$ cat src/rtl/stack_id_collector.sv
// Base-die receiver for the stack self-test handshake: decodes layer frames into a chip ID/power table.
// Optional macro STACK_PWR_CHECK_EN enables the sticky max-drive power flag (err_power).
module stack_id_collector #(
  parameter int unsigned MAX_CHIPS = 8,
  parameter int unsigned TIMEOUT   = 63,
  localparam int unsigned AW = (MAX_CHIPS > 1) ? $clog2(MAX_CHIPS) : 1
) (
  input  logic          div_8_clk,
  input  logic          rst_n,
  input  logic          start,
  input  logic          rx_valid,
  input  logic [31:0]   data_in,
  input  logic [AW-1:0] rd_addr,
  output logic [8:0]    rd_data,
  output logic          busy,
  output logic          done,
  output logic [3:0]    chip_count,
  output logic [3:0]    bad_frames,
  output logic          err_order,
  output logic          err_power
);

  localparam int unsigned DEPTH = 2 ** AW;

  typedef enum logic [1:0] {
    S_IDLE   = 2'd0,
    S_LISTEN = 2'd1,
    S_DONE   = 2'd2
  } state_t;

  typedef struct packed {
    logic [3:0]  marker;
    logic [3:0]  power;
    logic [3:0]  next_id;
    logic [3:0]  chip_id;
    logic [15:0] sync;
  } frame_t;

  state_t          state;
  logic [4:0]      exp_id;
  logic [7:0]      idle_timer;
  logic [DEPTH-1:0] ent_valid;
  logic [3:0]      ent_power [DEPTH];

  frame_t          frame_c;
  logic            frame_ok_c;
  logic            is_new_c;
  logic            is_retry_c;
  logic            hit_c;
  logic            accept_c;
  logic [AW-1:0]   wr_idx_c;
  logic [7:0]      timer_inc_c;

  // Frame decode and acceptance classification
  always_comb begin
    frame_c     = frame_t'(data_in);
    frame_ok_c  = (frame_c.marker == 4'hA) && (frame_c.sync == 16'hBEEF) &&
                  (frame_c.next_id == 4'(frame_c.chip_id + 4'd1));
    is_new_c    = (5'(frame_c.chip_id) == exp_id);
    is_retry_c  = (frame_c.chip_id != 4'd0) && (5'(frame_c.chip_id) < exp_id);
    hit_c       = (state == S_LISTEN) && rx_valid && !start;
    accept_c    = hit_c && frame_ok_c && (is_new_c || is_retry_c);
    wr_idx_c    = AW'(frame_c.chip_id - 4'd1);
    timer_inc_c = idle_timer + 8'd1;
  end

  // Collection FSM, counters, flags and table writes
  always_ff @(posedge div_8_clk or negedge rst_n) begin
    if (!rst_n) begin
      state      <= S_IDLE;
      busy       <= 1'b0;
      done       <= 1'b0;
      exp_id     <= 5'd1;
      idle_timer <= 8'd0;
      chip_count <= 4'd0;
      bad_frames <= 4'd0;
      err_order  <= 1'b0;
      ent_valid  <= '0;
      for (int i = 0; i < int'(DEPTH); i++) ent_power[i] <= 4'd0;
    end else if (start) begin
      state      <= S_LISTEN;
      busy       <= 1'b1;
      done       <= 1'b0;
      exp_id     <= 5'd1;
      idle_timer <= 8'd0;
      chip_count <= 4'd0;
      bad_frames <= 4'd0;
      err_order  <= 1'b0;
      ent_valid  <= '0;
      for (int i = 0; i < int'(DEPTH); i++) ent_power[i] <= 4'd0;
    end else if (state == S_LISTEN) begin
      if (hit_c && !frame_ok_c && (bad_frames != 4'hF))
        bad_frames <= bad_frames + 4'd1;
      if (hit_c && frame_ok_c && !is_new_c && !is_retry_c)
        err_order <= 1'b1;
      if (accept_c) begin
        idle_timer          <= 8'd0;
        ent_power[wr_idx_c] <= frame_c.power;
        if (is_new_c) begin
          ent_valid[wr_idx_c] <= 1'b1;
          chip_count          <= chip_count + 4'd1;
          exp_id              <= exp_id + 5'd1;
          if (chip_count + 4'd1 == 4'(MAX_CHIPS)) begin
            state <= S_DONE;
            busy  <= 1'b0;
            done  <= 1'b1;
          end
        end
      end else begin
        idle_timer <= timer_inc_c;
        if (timer_inc_c == 8'(TIMEOUT)) begin
          state <= S_DONE;
          busy  <= 1'b0;
          done  <= 1'b1;
        end
      end
    end
  end

  // Registered table read; unwritten entries read as zero
  always_ff @(posedge div_8_clk or negedge rst_n) begin
    if (!rst_n)
      rd_data <= 9'h000;
    else if (ent_valid[rd_addr])
      rd_data <= {1'b1, ent_power[rd_addr], 4'(rd_addr) + 4'd1};
    else
      rd_data <= 9'h000;
  end

`ifdef STACK_PWR_CHECK_EN
  // Sticky flag: an accepted layer reported maximum drive
  always_ff @(posedge div_8_clk or negedge rst_n) begin
    if (!rst_n)
      err_power <= 1'b0;
    else if (start)
      err_power <= 1'b0;
    else if (accept_c && (frame_c.power == 4'hF))
      err_power <= 1'b1;
  end
`else
  assign err_power = 1'b0;
`endif

endmodule

$ cat config.mk
export PLATFORM = sky130hd
export DESIGN_NAME = stack_id_collector
export DESIGN_NICKNAME = d
export VERILOG_FILES = /design/src/rtl/stack_id_collector.sv
export SDC_FILE = /design/constraint.sdc
export NUM_CORES = 1
export LEC_CHECK = 0
export ABC_AREA = 1
export ABC_CLOCK_PERIOD_IN_PS = 5250
export CAP_MARGIN = 20
export CELL_PAD_IN_SITES_DETAIL_PLACEMENT = 1
export CELL_PAD_IN_SITES_GLOBAL_PLACEMENT = 1
export CORE_ASPECT_RATIO = 0.6
export CORE_UTILIZATION = 44
export CTS_BUF_LIST = sky130_fd_sc_hd__clkbuf_8
export CTS_CLUSTER_DIAMETER = 40
export DETAILED_ROUTE_END_ITERATION = 8
export GPL_TIMING_DRIVEN = 0
export PLACE_DENSITY_LB_ADDON = 0.1
export RECOVER_POWER = 50
export SYNTH_ARGS = -nofsm -noshare
export SYNTH_HDL_FRONTEND = slang
export SYNTH_SLANG_ARGS = --single-unit
$ cat constraint.sdc
create_clock -name div_8_clk -period 5.25 [get_ports div_8_clk]
set_input_delay 1.575 -clock div_8_clk [delete_from_list [all_inputs] [get_ports div_8_clk]]
set_output_delay 1.575 -clock div_8_clk [all_outputs]
set_load 0.02 [all_outputs]
==> flow_summary.json <==
{
  "status": "completed",
  "gp_congestion": 0.837,
  "hpwl_um": 9800,
  "cpLargestDelayFamily": "buffers and inverters",
  "syn_inst": 577,
  "synthArstFlopShare": 1.00,
  "postSynthAreaPerCell_sq_um": 7.35,
  "antenna_found_initial": 0,
  "worstPathRequired_ns": 5.51,
  "port-buffer-count": 58,
  "fmax_mhz": 248,
  "ant_nets": 0,
  "hold_viol_final": 0,
  "regToRegStartpoint": "exp_id[3]",
  "hold_buffers": 0,
  "cts_buffers": 9,
  "setup_tns_ns": 0,
  "rows": 27,
  "cpMaxStageDelayCell": "clkdlybuf4s50_1",
  "drcViolationCount": 0,
  "yosysUniqueCellTypes": 32,
  "ys.flop_type": "dfrtp_1",
  "grt-ovfl-total": 0,
  "synth-seq-area-share": 0.431,
  "synthToLayoutAreaGrowth_pct": 22.1,
  "n_antenna_cell": 0,
  "leakage_nw": 2.66,
  "cp_common_cell": "nand2_1",
  "slowest_delay_ns": 0.69,
  "drt_iter0_markers": 153,
  "skew_ns": 0.00549,
  "synth_edf_count": 0,
  "wl_per_cell_um": 16.2,
  "cp_num_buf_inv": 4,
  "path_cells": "clkdlybuf4s50_1 -> inv_2 -> ha_1 -> inv_1 -> nand2_1 -> nand2_1 -> nor2_1 -> nand3_1 -> nor2_1 -> nand3_2 -> inv_1 -> a21oi_1 -> nand2_1 -> nand2_1",
  "drv_cap": 0,
  "start_util": 0.458,
  "regToRegEndpoint": "ent_power[7]",
  "cellPowerDensity_nw_per_um2": 258,
  "post_cts_resized": 0,
  "path_class": "primary input to flip-flop",
  "r2r_slack_ns": 2.99,
  "dr.pass1.iters": 4,
  "clk_latency_ns": 0.37,
  "drv_slew": 0,
  "nets": 699,
  "chipHeight_um": 78.1,
  "final_layout_size_suffix_gt1_frac": 0.0829,
  "crit_path_start": "data_in[16]",
  "cts_tree": "built",
  "worstMarginPinSlew_ns": 0.827,
  "r2r_cells": 11,
  "wl_um": 12600,
  "grt_pass1_vias": 4128,
  "ys_warn_count": 0,
  "clk_path_buf_depth": 2,
  "path_max_fanout": 8,
  "finalSetupViolCount": 0,
  "grt_pass1_wl_um": 21100,
  "core_sq_um": 9260,
  "num_vias": 4021,
  "grt_use_total": 0.276,
  "start_kind": "primary input",
  "syn_area_sq_um": 4240,
  "whs_endpoint": "ent_power[5]",
  "boundaryPins": 60,
  "min_from": "ent_power[5]",
  "end_kind": "flip-flop",
  "hold_path_depth": 2,
  "min_path_type": "flip-flop to flip-flop",
  "period_share": 0.767,
  "maxSlewHeadroom": 0.447,
  "clkSinkCount": 73,
  "path_clk_slew_ns": 0.08,
  "ys_ff_latch": 73,
  "die_x_um": 129,
  "ir_drop_mv": 0.119,
  "utilization": 0.560,
  "cts_max_level": 3,
  "period_minus_slack_ns": 4.03,
  "grt_max_degree": 69,
  "postCtsSetupBuffers": 0,
  "cp_data_arrival_time_ns": 4.28,
  "die_area_sq_um": 10100,
  "routed_via_density": 5.15,
  "rsz0062_at_grt": "false",
  "cts_root_buf": "clkbuf_8",
  "holdWs_ns": 0.480,
  "synth_nets": 629
}
[registers in the layout, summed over array words and instances, names as in the netlist]
register	flops
state	1
ent_valid	8
done	1
rd_data	9
err_order	1
exp_id	5
ent_power	32
chip_count	4
idle_timer	8
bad_frames	4
[routing by layer]
layer | vias up | wire length, um | global-route usage
li1 | 1962 | - | -
met4 | 0 | 104 | 0.0494
met1 | 1944 | 6330 | 0.402
met3 | 10 | 879 | 0.0763
met2 | 105 | 5340 | 0.412
met5 | - | 0 | 0
[worst reg2reg max path, stage by stage, from the launching register on]
cell,delay (ns)
dfrtp_1,0.42
inv_1,0.08
ha_1,0.27
inv_1,0.03
nor2_1,0.16
nand3_1,0.15
nand2_1,0.19
nand3_2,0.16
inv_1,0.29
a21oi_1,0.21
nand2_1,0.11
nand2_1,0.06
[synth_stat cells (2+ instances only)]
library cell	count	share of area
a21oi_1	9	0.011
buf_6	3	0.0080
nand2_1	207	0.18
clkbuf_1	10	0.0088
ha_1	13	0.038
o31ai_1	2	0.0035
nor3_1	2	0.0024
nor2_1	61	0.054
o21ai_2	17	0.035
nand4_1	9	0.013
o21ai_0	39	0.046
inv_1	61	0.054
nand2_4	2	0.0053
clkinv_1	2	0.0018
o22ai_1	9	0.013
nor2_4	8	0.021
xor2_1	3	0.0062
nand3_1	28	0.033
xnor2_1	4	0.0083
or2_2	4	0.0059
nand3b_1	2	0.0035
dfrtp_1	72	0.42
[through the flow]
| stage | setup WS [ns] | power [mW] | cells | instance area (sq um) |
|---|---|---|---|---|
| 3_3_place_gp | 0.0262 | 0.922 | 765 | 4990 |
| 4_1_cts | 1.27 | 1.35 | 781 | 5180 |
| 6_report | 1.22 | 1.33 | 781 | 5180 |
| 2_1_floorplan | 2.21 | 0.807 | 577 | 4240 |
| 5_1_grt | 1.06 | 1.40 | 781 | 5180 |
| 3_5_place_dp | 0.897 | 0.942 | 766 | 5010 |
[cell families after synthesis]
kind of cell    Yosys count  share of synthesized area
flops                    73                      0.431
simple gates            326                      0.327
other cells               1                   0.000884
compound gates           78                      0.112
fa+ha+maj                13                     0.0383
xor+xnor                  7                     0.0145
buf+inv                  79                     0.0767
[layout by cell type (no fill, tap or decap), drive strengths merged]
cell | netlist | final
a31oi | 1 | 1
o31ai | 2 | 2
o21ai | 56 | 56
ha | 13 | 13
dfstp | 1 | 1
a21oi | 9 | 9
nor3 | 2 | 2
xor2 | 3 | 3
o21a | 1 | 1
nand2 | 209 | 209
buf | 4 | 5
nand4 | 9 | 9
conb | 1 | 1
dlygate4sd3 | 0 | 10
nand3 | 29 | 29
o22ai | 9 | 9
clkdlybuf4s50 | 0 | 47
nor4 | 1 | 1
inv | 63 | 65
dfrtp | 72 | 72
nor2 | 70 | 70
clkinv | 2 | 4
nand3b | 2 | 2
xnor2 | 4 | 4
clkbuf | 10 | 22
or2 | 4 | 4
[where the power goes]
part / leakage (nW) / internal (mW) / switching (mW)
logic: 1.57 / 0.115 / 0.184
clock network: 0.0978 / 0.191 / 0.214
registers: 0.995 / 0.599 / 0.0315
[worst max path at each step]
stage,end,slack [ns],cells after the start
finish,ent_power[7],1.22,14
global route,ent_power[7],1.06,14
CTS,ent_power[7],1.27,14
detailed placement,ent_power[3],0.90,14
global placement,err_order,0.03,1
floorplan,chip_count[3],2.21,14
[final cells by class]
class | count | area [sq um]
fill | 1219 | 4080
multi-input combinational | 425 | 2090
sequential | 73 | 1830
timing repair buffer | 59 | 602
inverter | 65 | 246
tap | 130 | 163
clock buffer | 11 | 151
buffer | 14 | 78.8
clock inverter | 4 | 21.3
(Power assumes the default switching activity.)
